### config.mk
export PLATFORM = sky130hd
export DESIGN_NAME = uart_rx_packer
export DESIGN_NICKNAME = d
export VERILOG_FILES = /design/src/rtl/uart_rx_packer.sv
export SDC_FILE = /design/constraint.sdc
export NUM_CORES = 1
export LEC_CHECK = 0
export CELL_PAD_IN_SITES_DETAIL_PLACEMENT = 0
export CELL_PAD_IN_SITES_GLOBAL_PLACEMENT = 1
export CORE_ASPECT_RATIO = 0.5
export CORE_UTILIZATION = 43
export DETAILED_ROUTE_END_ITERATION = 8
export PLACE_DENSITY_LB_ADDON = 0.25
export SLEW_MARGIN = 30
export SYNTH_ARGS = -nofsm -noshare
export SYNTH_HDL_FRONTEND = slang
export SYNTH_SLANG_ARGS = --single-unit
### constraint.sdc
create_clock -name i_clk -period 2.5 [get_ports i_clk]
set_input_delay 0.5 -clock i_clk [delete_from_list [all_inputs] [get_ports i_clk]]
set_output_delay 0.5 -clock i_clk [all_outputs]
set_load 0.1 [all_outputs]
### src/rtl/uart_rx_packer.sv
// Packs received UART bytes into BYTES_PER_WORD-wide FIFO words through a one-word holding stage.
// Define UART_RX_PACK_TIMEOUT_EN to flush partial words after TIMEOUT_CYC idle cycles.
module uart_rx_packer #(
  parameter int BYTES_PER_WORD = 4,
  parameter int MSB_FIRST      = 0,
  parameter int TIMEOUT_CYC    = 1024
) (
  input  logic                        i_clk,
  input  logic                        i_rstn,
  input  logic                        i_rx_valid,
  input  logic [7:0]                  i_rx_data,
  input  logic                        i_fifo_full,
  output logic                        o_wren_fifo,
  output logic [BYTES_PER_WORD*8-1:0] o_rx_word,
  output logic [4:0]                  o_wr_bytes,
  input  logic                        i_ovf_clr,
  output logic                        o_overflow
);

  localparam int         W        = BYTES_PER_WORD * 8;
  localparam logic [4:0] LAST     = 5'(BYTES_PER_WORD - 1);
  localparam logic [4:0] FULL_CNT = 5'(BYTES_PER_WORD);

  if (BYTES_PER_WORD < 1 || BYTES_PER_WORD > 16 || TIMEOUT_CYC < 2 || TIMEOUT_CYC > 65535) begin : g_bad_param
    $error("uart_rx_packer: parameter out of range");
  end

  logic [W-1:0] r_asm;
  logic [4:0]   r_cnt;
  logic [W-1:0] r_hold;
  logic         r_hold_v;
  logic [4:0]   r_wr_bytes;
  logic         r_ovf;

  logic         w_drain;
  logic         w_last;
  logic         w_drop;
  logic         w_load;
  logic         w_flush;
  logic [4:0]   w_slot;
  logic [W-1:0] w_asm_wr;

  assign w_drain = r_hold_v & ~i_fifo_full;
  assign w_last  = i_rx_valid & (r_cnt == LAST);
  // A completing byte can only be kept if the holding stage is empty or emptying now
  assign w_drop  = w_last & r_hold_v & ~w_drain;
  assign w_load  = w_last & ~w_drop;
  assign w_slot  = (MSB_FIRST != 0) ? (LAST - r_cnt) : r_cnt;

  always_comb begin
    w_asm_wr = r_asm;
    for (int b = 0; b < BYTES_PER_WORD; b++) begin
      if (5'(b) == w_slot) w_asm_wr[b*8 +: 8] = i_rx_data;
    end
  end

`ifdef UART_RX_PACK_TIMEOUT_EN
  localparam logic [15:0] IDLE_LAST = 16'(TIMEOUT_CYC - 1);
  logic [15:0] r_idle;

  // Flush fires on the edge the idle count reaches TIMEOUT_CYC; it saturates while a hold is pending
  assign w_flush = ~i_rx_valid & (r_cnt != 5'd0) & (r_idle == IDLE_LAST) & (~r_hold_v | w_drain);

  always_ff @(posedge i_clk or negedge i_rstn) begin
    if (!i_rstn) begin
      r_idle <= '0;
    end else if (i_rx_valid || (r_cnt == 5'd0) || w_flush) begin
      r_idle <= '0;
    end else if (r_idle != IDLE_LAST) begin
      r_idle <= r_idle + 16'd1;
    end
  end
`else
  assign w_flush = 1'b0;
`endif

  always_ff @(posedge i_clk or negedge i_rstn) begin
    if (!i_rstn) begin
      r_asm      <= '0;
      r_cnt      <= '0;
      r_hold     <= '0;
      r_hold_v   <= 1'b0;
      r_wr_bytes <= '0;
      r_ovf      <= 1'b0;
    end else begin
      if (w_load || w_flush) begin
        r_asm <= '0;
        r_cnt <= '0;
      end else if (i_rx_valid && !w_drop) begin
        r_asm <= w_asm_wr;
        r_cnt <= r_cnt + 5'd1;
      end

      if (w_load) begin
        r_hold     <= w_asm_wr;
        r_hold_v   <= 1'b1;
        r_wr_bytes <= FULL_CNT;
      end else if (w_flush) begin
        r_hold     <= r_asm;
        r_hold_v   <= 1'b1;
        r_wr_bytes <= r_cnt;
      end else if (w_drain) begin
        r_hold_v <= 1'b0;
      end

      if (w_drop) begin
        r_ovf <= 1'b1;
      end else if (i_ovf_clr) begin
        r_ovf <= 1'b0;
      end
    end
  end

  assign o_wren_fifo = w_drain;
  assign o_rx_word   = r_hold;
  assign o_wr_bytes  = r_wr_bytes;
  assign o_overflow  = r_ovf;

endmodule

=== Yosys cells after proc, flatten, opt, wreduce, memory -nomap -nowiden ===
Cells that the tools add are included.

* Output and inout bits: 39
* Input port bits: 13
* Register bits after elaboration: 72
* Logic and storage cells: 37

* Reduce and logical (&&, ||, !) cells: 6
* Equal/unequal tests: 4
* Multiplexer cells: 12
* Add/sub/neg operators: 1
* Bitwise operators: 8

{| class="wikitable"
|+ Operators by type and width
! cell !! number
|-
| $mux W32 || 2
|-
| $mux W8 || 4
|-
| $eq A2 B5 Y1 const A || 2
|-
| $mux W5 || 2
|-
| $reduce_bool A2 Y1 || 3
|-
| $add A5 B1 Y5 const B || 1
|-
| $and A1 B1 Y1 || 5
|-
| $eq A1 B5 Y1 const A || 1
|-
| $eq A5 B2 Y1 const B || 1
|-
| $logic_not A5 Y1 || 1
|-
| $mux W1 || 4
|-
| $not A1 Y1 || 3
|-
| $logic_and A1 B1 Y1 || 1
|-
| $logic_not A1 Y1 || 1
|}

=== Longest topological paths before layout ===
* Word-level depth: 8
* Gate-level depth with buffers: 6
* Gate-level depth less buffers: 5

=== Worst setup path before layout ===
Ideal clock, no wire load.

* Path kind: input to output
* Start: input i_fifo_full
* End: output o_wren_fifo
* Arrival: 1.835 ns
* Path slack: 0.165 ns
* Path buffers: 0
* Cell stages on the path: 1
* Required time: 2.000 ns
* Path through: nor2b_1

* Word-level cells in the longest chain between the ends: 2

{| class="wikitable"
|+ RTL lines
! element !! line !! RTL
|-
| start: declaration || 12 || <nowiki>input logic i_fifo_full,</nowiki>
|-
| $not A1 Y1 || 43 || <nowiki>assign w_drain = r_hold_v & ~i_fifo_full;</nowiki>
|-
| $and A1 B1 Y1 || 43 ||
|-
| end: declaration || 13 || <nowiki>output logic o_wren_fifo,</nowiki>
|}

Every way passes these cells.

=== Final worst setup path ===
* Start: register r_cnt[0]
* End: register r_hold[16], in the netlist o_rx_word[16]

* Word-level cells in the longest chain between the ends: 6
* Elaborated cells on any way between the ends: 8
* Classes of those cells: eq/ne: 2; mux: 1; bitwise: 5

{| class="wikitable"
|+ RTL lines
! element !! line !! RTL
|-
| start: declaration || 29 || <nowiki>logic [4:0] r_cnt;</nowiki>
|-
| start signal: assignment || 91 || <nowiki>r_cnt <= r_cnt + 5'd1;</nowiki>
|-
| $eq A5 B2 Y1 || 44 || <nowiki>assign w_last = i_rx_valid & (r_cnt == LAST);</nowiki>
|-
| $and A1 B1 Y1 || 44 ||
|-
| $and A1 B1 Y1 (2 in a row) || 46 || <nowiki>assign w_drop = w_last & r_hold_v & ~w_drain;</nowiki>
|-
| $not A1 Y1 || 47 || <nowiki>assign w_load = w_last & ~w_drop;</nowiki>
|-
| $and A1 B1 Y1 || 47 ||
|-
| end signal: assignment || 95 || <nowiki>r_hold <= w_asm_wr;</nowiki>
|-
| end signal: assignment || 99 || <nowiki>r_hold <= r_asm;</nowiki>
|-
| end: declaration || 30 || <nowiki>logic [W-1:0] r_hold;</nowiki>
|}

Several ways; a longest one is shown, not always the timed one.
A chain may end at the register's enable or synchronous reset.

==> impl_metrics.ini <==
[logic_synthesis]
synthAdderAreaFrac = 0.0160
synth_xor_area_frac = 0.00560
yosysUniqueCellTypes = 31
synth_top_area_share = 0.512
synth_area_leaders = dfrtp_1 51%, mux2_2 20%, mux2i_1 7.7%
synth_top_family_by_area = multiplexers
syn-mean-instance-area_um2 = 13.3
yosys.area_share.simple = 0.0556
muxShareOfSynthArea = 0.279
synth_compound_area_frac = 0.0712
ys_seq_elements = 64
yosysSeqAreaShare = 0.512
synth_warnings = 0
syn_inst = 236
yosysTopAreaCell = dfrtp_1
synthesis.area_um2 = 3130

[global_routing]
grt_max_degree = 28
grt_pass1_wl_mm = 11.5
grt_pass1_vias = 2196
gr-total-overflow = 0
grtUsageTotal = 0.204
antenna_found_initial = 0

[setup_path]
startpoint_type = register
worstReg2RegEnd = o_rx_word[16]$_DFFE_PN0P_
path_cells = inv_1 -> ha_1 -> nor4b_2 -> buf_4 -> mux2_2 -> mux2_2
cp_slowest_cell = dfrtp_1
cp-end-kind = register
slowest_delay_ns = 0.44
r2r_slack_ns = 0.39
worstPathMaxFanout = 6
ff2ff_path_depth = 6
cp_data_required_time_ns = 2.71
crit_type = register to register
setup.worst_path.start = r_cnt[0]$_DFFE_PN0P_
r2r_start = r_cnt[0]$_DFFE_PN0P_
setup.worst_path.end = o_rx_word[16]$_DFFE_PN0P_
arrival_ns = 2.32
crit_top_cell = mux2_2

[layout]
layout_commonest_cell = dfrtp_1
drive_gt1_frac = 0.432
nNetsFinal = 306
num_antenna_cells = 0
n_fill_cell = 557
final_cell_mix = 64 x dfrtp_1, 55 x mux2_2, 49 x buf_4
area_growth_pct = 25.1

[route]
viasPerCell = 5.36
drc = 0
drt_iter0_markers = 120
vias = 2070
totalWireLength_mm = 6.86
firstDrtPassIters = 4
wl_per_cell_um = 17.8
drt.antenna.violating_nets = 0

[clocking]
postCtsHoldBufs = 0
cts_buffers = 9
clock_sinks = 64
cts_resized = 0
htreeDepth = 3
clockRootBuffer = clkbuf_16
cts.clk_slew.worst_paths_ns = 0.06
cts_setup_buffers = 0
clk_latency_ns = 0.33
cts_buffer_depth = 2
cts_tree = built

[floorplan]
core_um2 = 6860
num_io_pins = 52
start_util = 0.456
die_h_um = 62.3
die_area_um2 = 7640
fp.dieW_um = 123
std_cell_rows = 21

[worst_hold_path]
hold_path_class = input port to async pin

[timing]
fin_skew_ns = 0.00765
setup_viol = 0
finalMaxSlewViolations = 0
min_period_over_period = 0.844
fin_crit_ns = 2.11
grt_setup_unrepaired = no
worst_slew_pin_slew_ns = 0.590
relSlewSlack = 0.606
final.setup.tns_ns = 0
max_freq_mhz = 474
hold_viol_final = 0

[run]
maxCapViolCount = 0

[run_status]
status = finished clean

[placement]
gp_congestion = 0.789
place_hpwl_mm = 4.85
placement.io_buffers = 47
==> stage by stage <==
stage	setup slack [ns]	util	area [µm²]	hold WS [ns]	cells
final	0.390	0.571	3910	0.131	386
after global routing	0.236	0.571	3910	0.165	386
after CTS	0.354	0.571	3910	0.142	386
after detailed placement	0.222	0.527	3610	0.465	370
after global placement	0.250	0.527	3610	0.472	370
after floorplan	0.165	-	3140	0.204	239
==> cells by family (layout without fill, tap and decap cells) <==
group / after synthesis / after routing
mux: 80 / 80
compound gates: 30 / 30
xor+xnor: 2 / 2
flops: 64 / 64
simple gates: 21 / 21
other cells: 1 / 4
buf+inv: 34 / 89
fa+ha+maj: 4 / 4
==> critical path: cells and delay by family (launching register included) <==
kind                     cells  cell delay (ns)
multiplexers                 2             0.61
flip-flops                   1             0.44
AND/OR/NAND/NOR              1             0.44
buffers and inverters        2             0.37
adder cells (fa/ha/maj)      1             0.15
==> synthesized netlist by cell type <==
master    count
buf_6         5
nor3b_1       1
o31ai_1      24
mux2_2       55
nor4b_2       3
o21ai_0       2
nand4_1       2
inv_1        11
or4b_2        1
nor2b_1       2
nand2_1       2
mux2i_1      24
mux2_4        1
nand2b_1      1
buf_4         4
clkbuf_1      8
xnor2_1       2
ha_1          4
dfrtp_1      64
buf_1         2
and2_1        1
conb_1        1
and3_1        1
a22o_1        1
or3_1         2
nor3_4        1
nand3b_1      3
buf_2         4
nor4b_1       1
a21o_1        2
o32ai_1       1
==> layer usage <==
metal  share of wire  global-route usage  wire (µm)
met1            0.49               0.284       3330
met2            0.45               0.298       3080
met3           0.053              0.0616        364
met4           0.012              0.0777         83
met5               0                   0          0
==> worst min-delay path by stage <==
stage / from / to / slack [ns] / cells after the start
2_1_floorplan: i_rstn / o_overflow$_DFFE_PN0P_ / 0.20 / 0
3_3_place_gp: o_wr_bytes[2]$_DFFE_PN0P_ / o_wr_bytes[2]$_DFFE_PN0P_ / 0.47 / 1
3_5_place_dp: o_wr_bytes[2]$_DFFE_PN0P_ / o_wr_bytes[2]$_DFFE_PN0P_ / 0.47 / 1
4_1_cts: i_rstn / o_rx_word[4]$_DFFE_PN0P_ / 0.14 / 1
5_1_grt: i_rstn / o_rx_word[20]$_DFFE_PN0P_ / 0.17 / 1
6_report: i_rstn / o_rx_word[4]$_DFFE_PN0P_ / 0.13 / 1
==> registers in the layout (all words and copies together) (netlist names) <==
name and flops:
r_hold_v 1, r_cnt 5, o_wr_bytes 1, r_asm 24, o_rx_word 32, o_overflow 1
==> area by class of cell <==
class                           count  area, µm²  area share
Clock buffer                       11        243      0.0620
Clock inverter                      5       56.3      0.0144
Inverter                           11       41.3      0.0105
Multi-Input combinational cell    141       1350       0.346
Sequential cell                    64       1600       0.409
Tap cell                           92        115      0.0294
Timing Repair Buffer               62        503       0.129
Power is not shown: default switching activity piles up to over one toggle a cycle in this logic, so the estimate is an artifact.
